`src/rtl/sync_pulse_pkg.sv`:
```
// sync_pulse_pkg: shared FSM state type and ctrl_word field positions
package sync_pulse_pkg;
   typedef enum logic [1:0] {IDLE, ARMED, PULSE, GAP} state_t;
   localparam int ARM_BIT    = 0;
   localparam int MODE_BIT   = 1;
   localparam int SRC_BIT    = 2;
   localparam int PERIOD_LSB = 8;
   localparam int PERIOD_W   = 24;
endpackage

```
`src/rtl/sync_edge_det.sv`:
```
// sync_edge_det: 2-flop synchronizer plus edge register, registered 1-cycle rise strobe
module sync_edge_det (
   input  logic clk,
   input  logic rst,
   input  logic async_in,
   output logic rise
);
   logic [2:0] s;
   always_ff @(posedge clk) begin
      if (rst) begin
         s    <= '0;
         rise <= 1'b0;
      end else begin
         s    <= {s[1:0], async_in};
         rise <= s[1] & ~s[2];
      end
   end
endmodule

```
`src/rtl/sync_pulse_gen.sv`:
```
// sync_pulse_gen: armed one-shot/periodic sync pulse generator, immediate or external trigger
// SYNC_PULSE_GEN_CNT_EN enables the pulse_cnt counter; otherwise pulse_cnt is tied to 0.
module sync_pulse_gen #(
   parameter int PULSE_LEN = 4,
   parameter int PERIOD_W  = 24
) (
   input  logic        user_clk,
   input  logic        user_rst,
   input  logic [31:0] ctrl_word,
   input  logic        ext_sync_in,
   output logic        sync_out,
   output logic        armed,
   output logic [31:0] pulse_cnt
);
   import sync_pulse_pkg::*;
   localparam logic [PERIOD_W-1:0] PL = PERIOD_W'(PULSE_LEN);
   state_t state, nxt;
   logic [31:0] ctrl_q;
   logic [PERIOD_W-1:0] period_q, cnt, eff;
   logic mode_q, src_q, ext_rise, arm, arm_rise, start, pulse_end, gap_end;
   logic unused_ok;
   sync_edge_det u_sync (
      .clk(user_clk),
      .rst(user_rst),
      .async_in(ext_sync_in),
      .rise(ext_rise)
   );
   assign arm       = ctrl_word[ARM_BIT];
   assign arm_rise  = arm & ~ctrl_q[ARM_BIT];
   assign eff       = period_q > PL ? period_q : PL + 1'b1;
   assign pulse_end = cnt == PL - 1'b1;
   assign gap_end   = cnt == eff - 1'b1;
   assign start     = nxt == PULSE && state != PULSE;
   assign armed     = state != IDLE;
   assign unused_ok = ^{ctrl_q[31:1], ctrl_word[7:3]};
   always_comb begin
      nxt = state;
      unique case (state)
         IDLE:  nxt = arm_rise ? ARMED : IDLE;
         ARMED: nxt = !arm ? IDLE : (!src_q || ext_rise) ? PULSE : ARMED;
         PULSE: nxt = !pulse_end ? PULSE : (mode_q && arm) ? GAP : IDLE;
         GAP:   nxt = !arm ? IDLE : gap_end ? PULSE : GAP;
         default: nxt = IDLE;
      endcase
   end
   // cnt is zeroed on every PULSE entry so GAP compares against start-to-start spacing
   always_ff @(posedge user_clk) begin
      if (user_rst) begin
         state    <= IDLE;
         ctrl_q   <= '0;
         mode_q   <= 1'b0;
         src_q    <= 1'b0;
         period_q <= '0;
         cnt      <= '0;
         sync_out <= 1'b0;
      end else begin
         state    <= nxt;
         ctrl_q   <= ctrl_word;
         sync_out <= nxt == PULSE;
         cnt      <= start ? '0 : cnt + 1'b1;
         if (state == IDLE && nxt == ARMED) begin
            mode_q   <= ctrl_word[MODE_BIT];
            src_q    <= ctrl_word[SRC_BIT];
            period_q <= ctrl_word[PERIOD_LSB +: PERIOD_W];
         end
      end
   end
`ifdef SYNC_PULSE_GEN_CNT_EN
   logic [31:0] pcnt;
   always_ff @(posedge user_clk) begin
      if (user_rst) pcnt <= '0;
      else if (start) pcnt <= pcnt + 1'b1;
   end
   assign pulse_cnt = pcnt;
`else
   assign pulse_cnt = '0;
`endif
endmodule

```
`config.mk`:
```
export PLATFORM = sky130hd
export DESIGN_NAME = sync_pulse_gen
export DESIGN_NICKNAME = d
export VERILOG_FILES = /design/src/rtl/sync_pulse_pkg.sv /design/src/rtl/sync_edge_det.sv /design/src/rtl/sync_pulse_gen.sv
export SDC_FILE = /design/constraint.sdc
export NUM_CORES = 1
export LEC_CHECK = 0
export ABC_CLOCK_PERIOD_IN_PS = 10700
export CAP_MARGIN = 20
export CELL_PAD_IN_SITES_DETAIL_PLACEMENT = 1
export CELL_PAD_IN_SITES_GLOBAL_PLACEMENT = 2
export CORE_MARGIN = 2
export CORE_UTILIZATION = 32
export CTS_CLUSTER_SIZE = 14
export DETAILED_ROUTE_END_ITERATION = 8
export PLACE_DENSITY_LB_ADDON = 0.1
export REMOVE_ABC_BUFFERS = 1
export SLEW_MARGIN = 20
export SYNTH_ARGS = -nofsm -noshare
export SYNTH_HDL_FRONTEND = slang
export SYNTH_HIERARCHICAL = 1
export SYNTH_SLANG_ARGS = --single-unit
```
`constraint.sdc`:
```
create_clock -name user_clk -period 10.7 [get_ports user_clk]
set_input_delay 2.14 -clock user_clk [delete_from_list [all_inputs] [get_ports user_clk]]
set_output_delay 2.14 -clock user_clk [all_outputs]
set_load 0.01 [all_outputs]
```
==> results.tsv <==
metric	value	unit
clk_lat worst skew	330	ps
drt pass-1 iters	4	
TritonCTS clock tree	yes	
vias in the first global route	3395	
HP Start	u_sync/s[2]$_SDFF_PP0_	
global-route wire length before repair	17.6	mm
clock sinks	58	
most frequent CP cell	or4_4	
top_reg_cell synth	dfxtp_1	
Post-Route WL	10.9	mm
CP Class	register to register	
# setup viols final	0	
worst-path maximum fanout	24	
YS warnings	6	
share of layout cells above drive strength 1	6.84	%
Synth Instances	489	
pin count of the biggest net entering global routing	34	
CTS Hold Bufs	0	
VDD IR max	64.1	µV
Setup crit end	cnt[2]$_SDFF_PP0_	
Mapped Area	3740	µm²
Buffers on Ports	31	
row count	39	
Nets	544	
Distinct cells, synth	57	
Fmax	189	MHz
clk buf depth	2	
initial core utilization	32.8	%
HPWL Detailed	8.25	mm
H-tree depth	3	
I/O pins	69	
largest cells by area after synthesis	dfxtp_1 (31%), nand2_1 (8.3%), xnor2_1 (6.8%)	
FF-to-FF End	cnt[2]$_SDFF_PP0_	
DRC viols	0	
Synth top area share	31.0	%
WP data arrival	5460	ps
CP endpoint kind	register	
setup TNS	0	ps
Worst Setup SP	period_q[9]$_SDFFE_PP0P_	
post-DR vias/cell	5.26	
Yosys reg bits	58	
crit path time final	5290	ps
pre-CTS setup slack	5420	ps
die height	112	µm
fin crit share	49.4	%
type of origin of the critical path	register	
RSZ-0062 raised after global routing	no	
post-CTS setup buffers	0	
R2R setup slack	5410	ps
Total GRT Usage	17.7	%
outcome	finished clean	
fillcell total	1389	
Worst R2R Path Depth	12	
Ant. Diodes	0	
Pwr Density	168	nW/µm²
worst path cell trace	or4_4 -> or4_4 -> o21ai_0 -> ha_1 -> or4b_2 -> nor4_1 -> xor2_1 -> a31oi_1 -> a221oi_1 -> nand4b_1 -> o31ai_4 -> nor2_1	
RR Startpoint	period_q[9]$_SDFFE_PP0P_	
clock buffer count from CTS	9	
fin. max-slew vios	0	
slowest CP cell	o31ai_4	
Max stage delay on crit path	880	ps
Lkg Pwr	1.64	nW
post-synthesis sequential area ratio	31.0	%
setup ws final	5410	ps
Root Driver	clkbuf_16	
Die ar.	12600	µm²
WL/cell	16.6	µm
chip width	112	µm
syn avg cell area	7.65	µm²
CP Data Required Time	10870	ps
P&R area growth vs syn	16.4	%
setup skew after layout	5.42	ps
floorplan core area	11400	µm²
Fin. Hold Viols	0	
async set or reset register ratio after synthesis	0	%
# resized after CTS	0	
Slew HR	34.8	%
GRT Residual Overflow	0	
DR vias	3444	
max-cap violations	0	
DR iter-0 viols	109	
worst min-delay path category	register to register	
initial antenna violation count	0	
antenna-violating nets left	0	
Slew @ Worst Pin	979	ps
Synth area leader	dfxtp_1	
routability cong.	0.868	
Clk pin slew, worst setup/hold paths	50	ps
EDFF count, synth	0	
==> power breakdown <==
part / switching, mW / leakage, nW / total, mW / internal, mW
clock: 0.102 / 0.163 / 0.318 / 0.216
combinational: 0.101 / 1.00 / 0.171 / 0.0696
sequential: 0.0158 / 0.472 / 0.241 / 0.226
total: 0.219 / 1.64 / 0.730 / 0.512
==> worst max-delay path: cells and delay by family (launching register included) <==
| kind | cells | cell delay [ps] |
|---|---|---|
| and+or+nand+nor | 6 | 2580 |
| DFF | 1 | 410 |
| AOI/OAI and AO/OA | 4 | 1470 |
| xor gates and xnor gates | 1 | 190 |
| adders and majority gates | 1 | 460 |
==> cells in the mapped netlist (all sizes together), types with 2 or more instances <==
cell	number
nor3	8
nand2	83
o21ai	7
o2111a	2
ha	2
o211ai	3
nand3	9
xnor2	29
clkbuf	23
nor2b	7
dfxtp	58
inv	6
a211oi	3
a31o	2
xor2	21
a31oi	5
nand4b	4
mux2i	4
nor4	19
a21o	2
a2111oi	2
a21oi	40
o31ai	2
nor2	50
nand2b	9
or4	8
and3	7
nor3b	3
buf	36
or2	4
nand4	9
nor4b	4
and4	2
==> logic make-up (layout without fill, tap and decap cells) <==
family                   Yosys count  count (layout)  share of synthesized area (%)
multiplexers                       4               4                           1.07
XOR/XNOR                          51              51                           12.3
adder cells (fa/ha/maj)            2               2                          0.669
flip-flops                        58              58                           31.0
AND/OR/NAND/NOR                  229             229                           30.6
AO/OA/AOI/OAI                     79              79                           14.0
buffers and inverters             65              57                           10.2
other                              1              32                          0.100
==> sequential cells by signal, summed over array words and instances (netlist names) <==
name         cells
u_sync/rise      1
mode_q           1
period_q        24
src_q            1
ctrl_q           1
cnt             24
u_sync/s         3
sync_out         1
state            2
==> area by class of cell <==
cell class	count	area, µm²	area share [%]
multi-input cells	397	2320	53.3
repair buffers	35	344	7.90
well taps	143	179	4.11
inverters	6	22.5	0.517
flip-flops and latches	58	1160	26.6
clock inverters	4	73.8	1.69
clock buffers	12	256	5.89
==> metrics by stage <==
step | util (%) | hold WS, ps | power [mW] | area (µm²) | cells
floorplan | - | 387 | 0.358 | 3500 | 461
global placement | 35.2 | 396 | 0.411 | 4020 | 638
finish | 38.2 | 402 | 0.730 | 4360 | 655
detailed placement | 35.2 | 400 | 0.414 | 4020 | 638
global route | 38.2 | 421 | 0.767 | 4360 | 655
CTS | 38.1 | 405 | 0.736 | 4350 | 654
==> metal layers <==
metal	part of all wire [%]	routed length, µm	vias up	GRT usage (%)
met2	48	5210	65	29.4
met3	3.8	409	9	3.24
met5	0	0	-	0
met1	47	5130	1696	23.1
met4	1.0	109	0	6.42
li1	-	-	1674	-
==> worst min-delay path by stage <==
stage | end | slack (ps) | cells past startpoint
floorplan | u_sync/rise$_SDFF_PP0_ | 390 | 1
global route | u_sync/rise$_SDFF_PP0_ | 420 | 1
global placement | u_sync/rise$_SDFF_PP0_ | 400 | 1
detailed placement | u_sync/rise$_SDFF_PP0_ | 400 | 1
finish | u_sync/rise$_SDFF_PP0_ | 400 | 1
CTS | u_sync/rise$_SDFF_PP0_ | 400 | 1
==> cell usage in the layout (no fill, tap or decap), types with 4 or more instances in the layout <==
cell type        synthesis  final
mux2i_1                  4      4
nand4b_1                 4      4
conb_1                   1     32
o21ai_0                  6      6
clkbuf_16                0      9
dfxtp_1                 58     58
and3_1                   7      7
xor2_1                  21     21
nand3_1                  9      9
or2_2                    4      4
nand2_1                 83     83
inv_1                    6      6
nand4_1                  9      9
a31oi_1                  5      5
nor4_1                  18     18
nor2b_1                  7      7
nor3_1                   8      8
xnor2_1                 29     29
nor4b_1                  4      4
nor2_1                  50     50
nand2b_1                 9      9
a21oi_1                 39     39
or4_1                    5      5
clkdlybuf4s50_1          0     31
No activity file was read; power rests on OpenSTA's default activity.
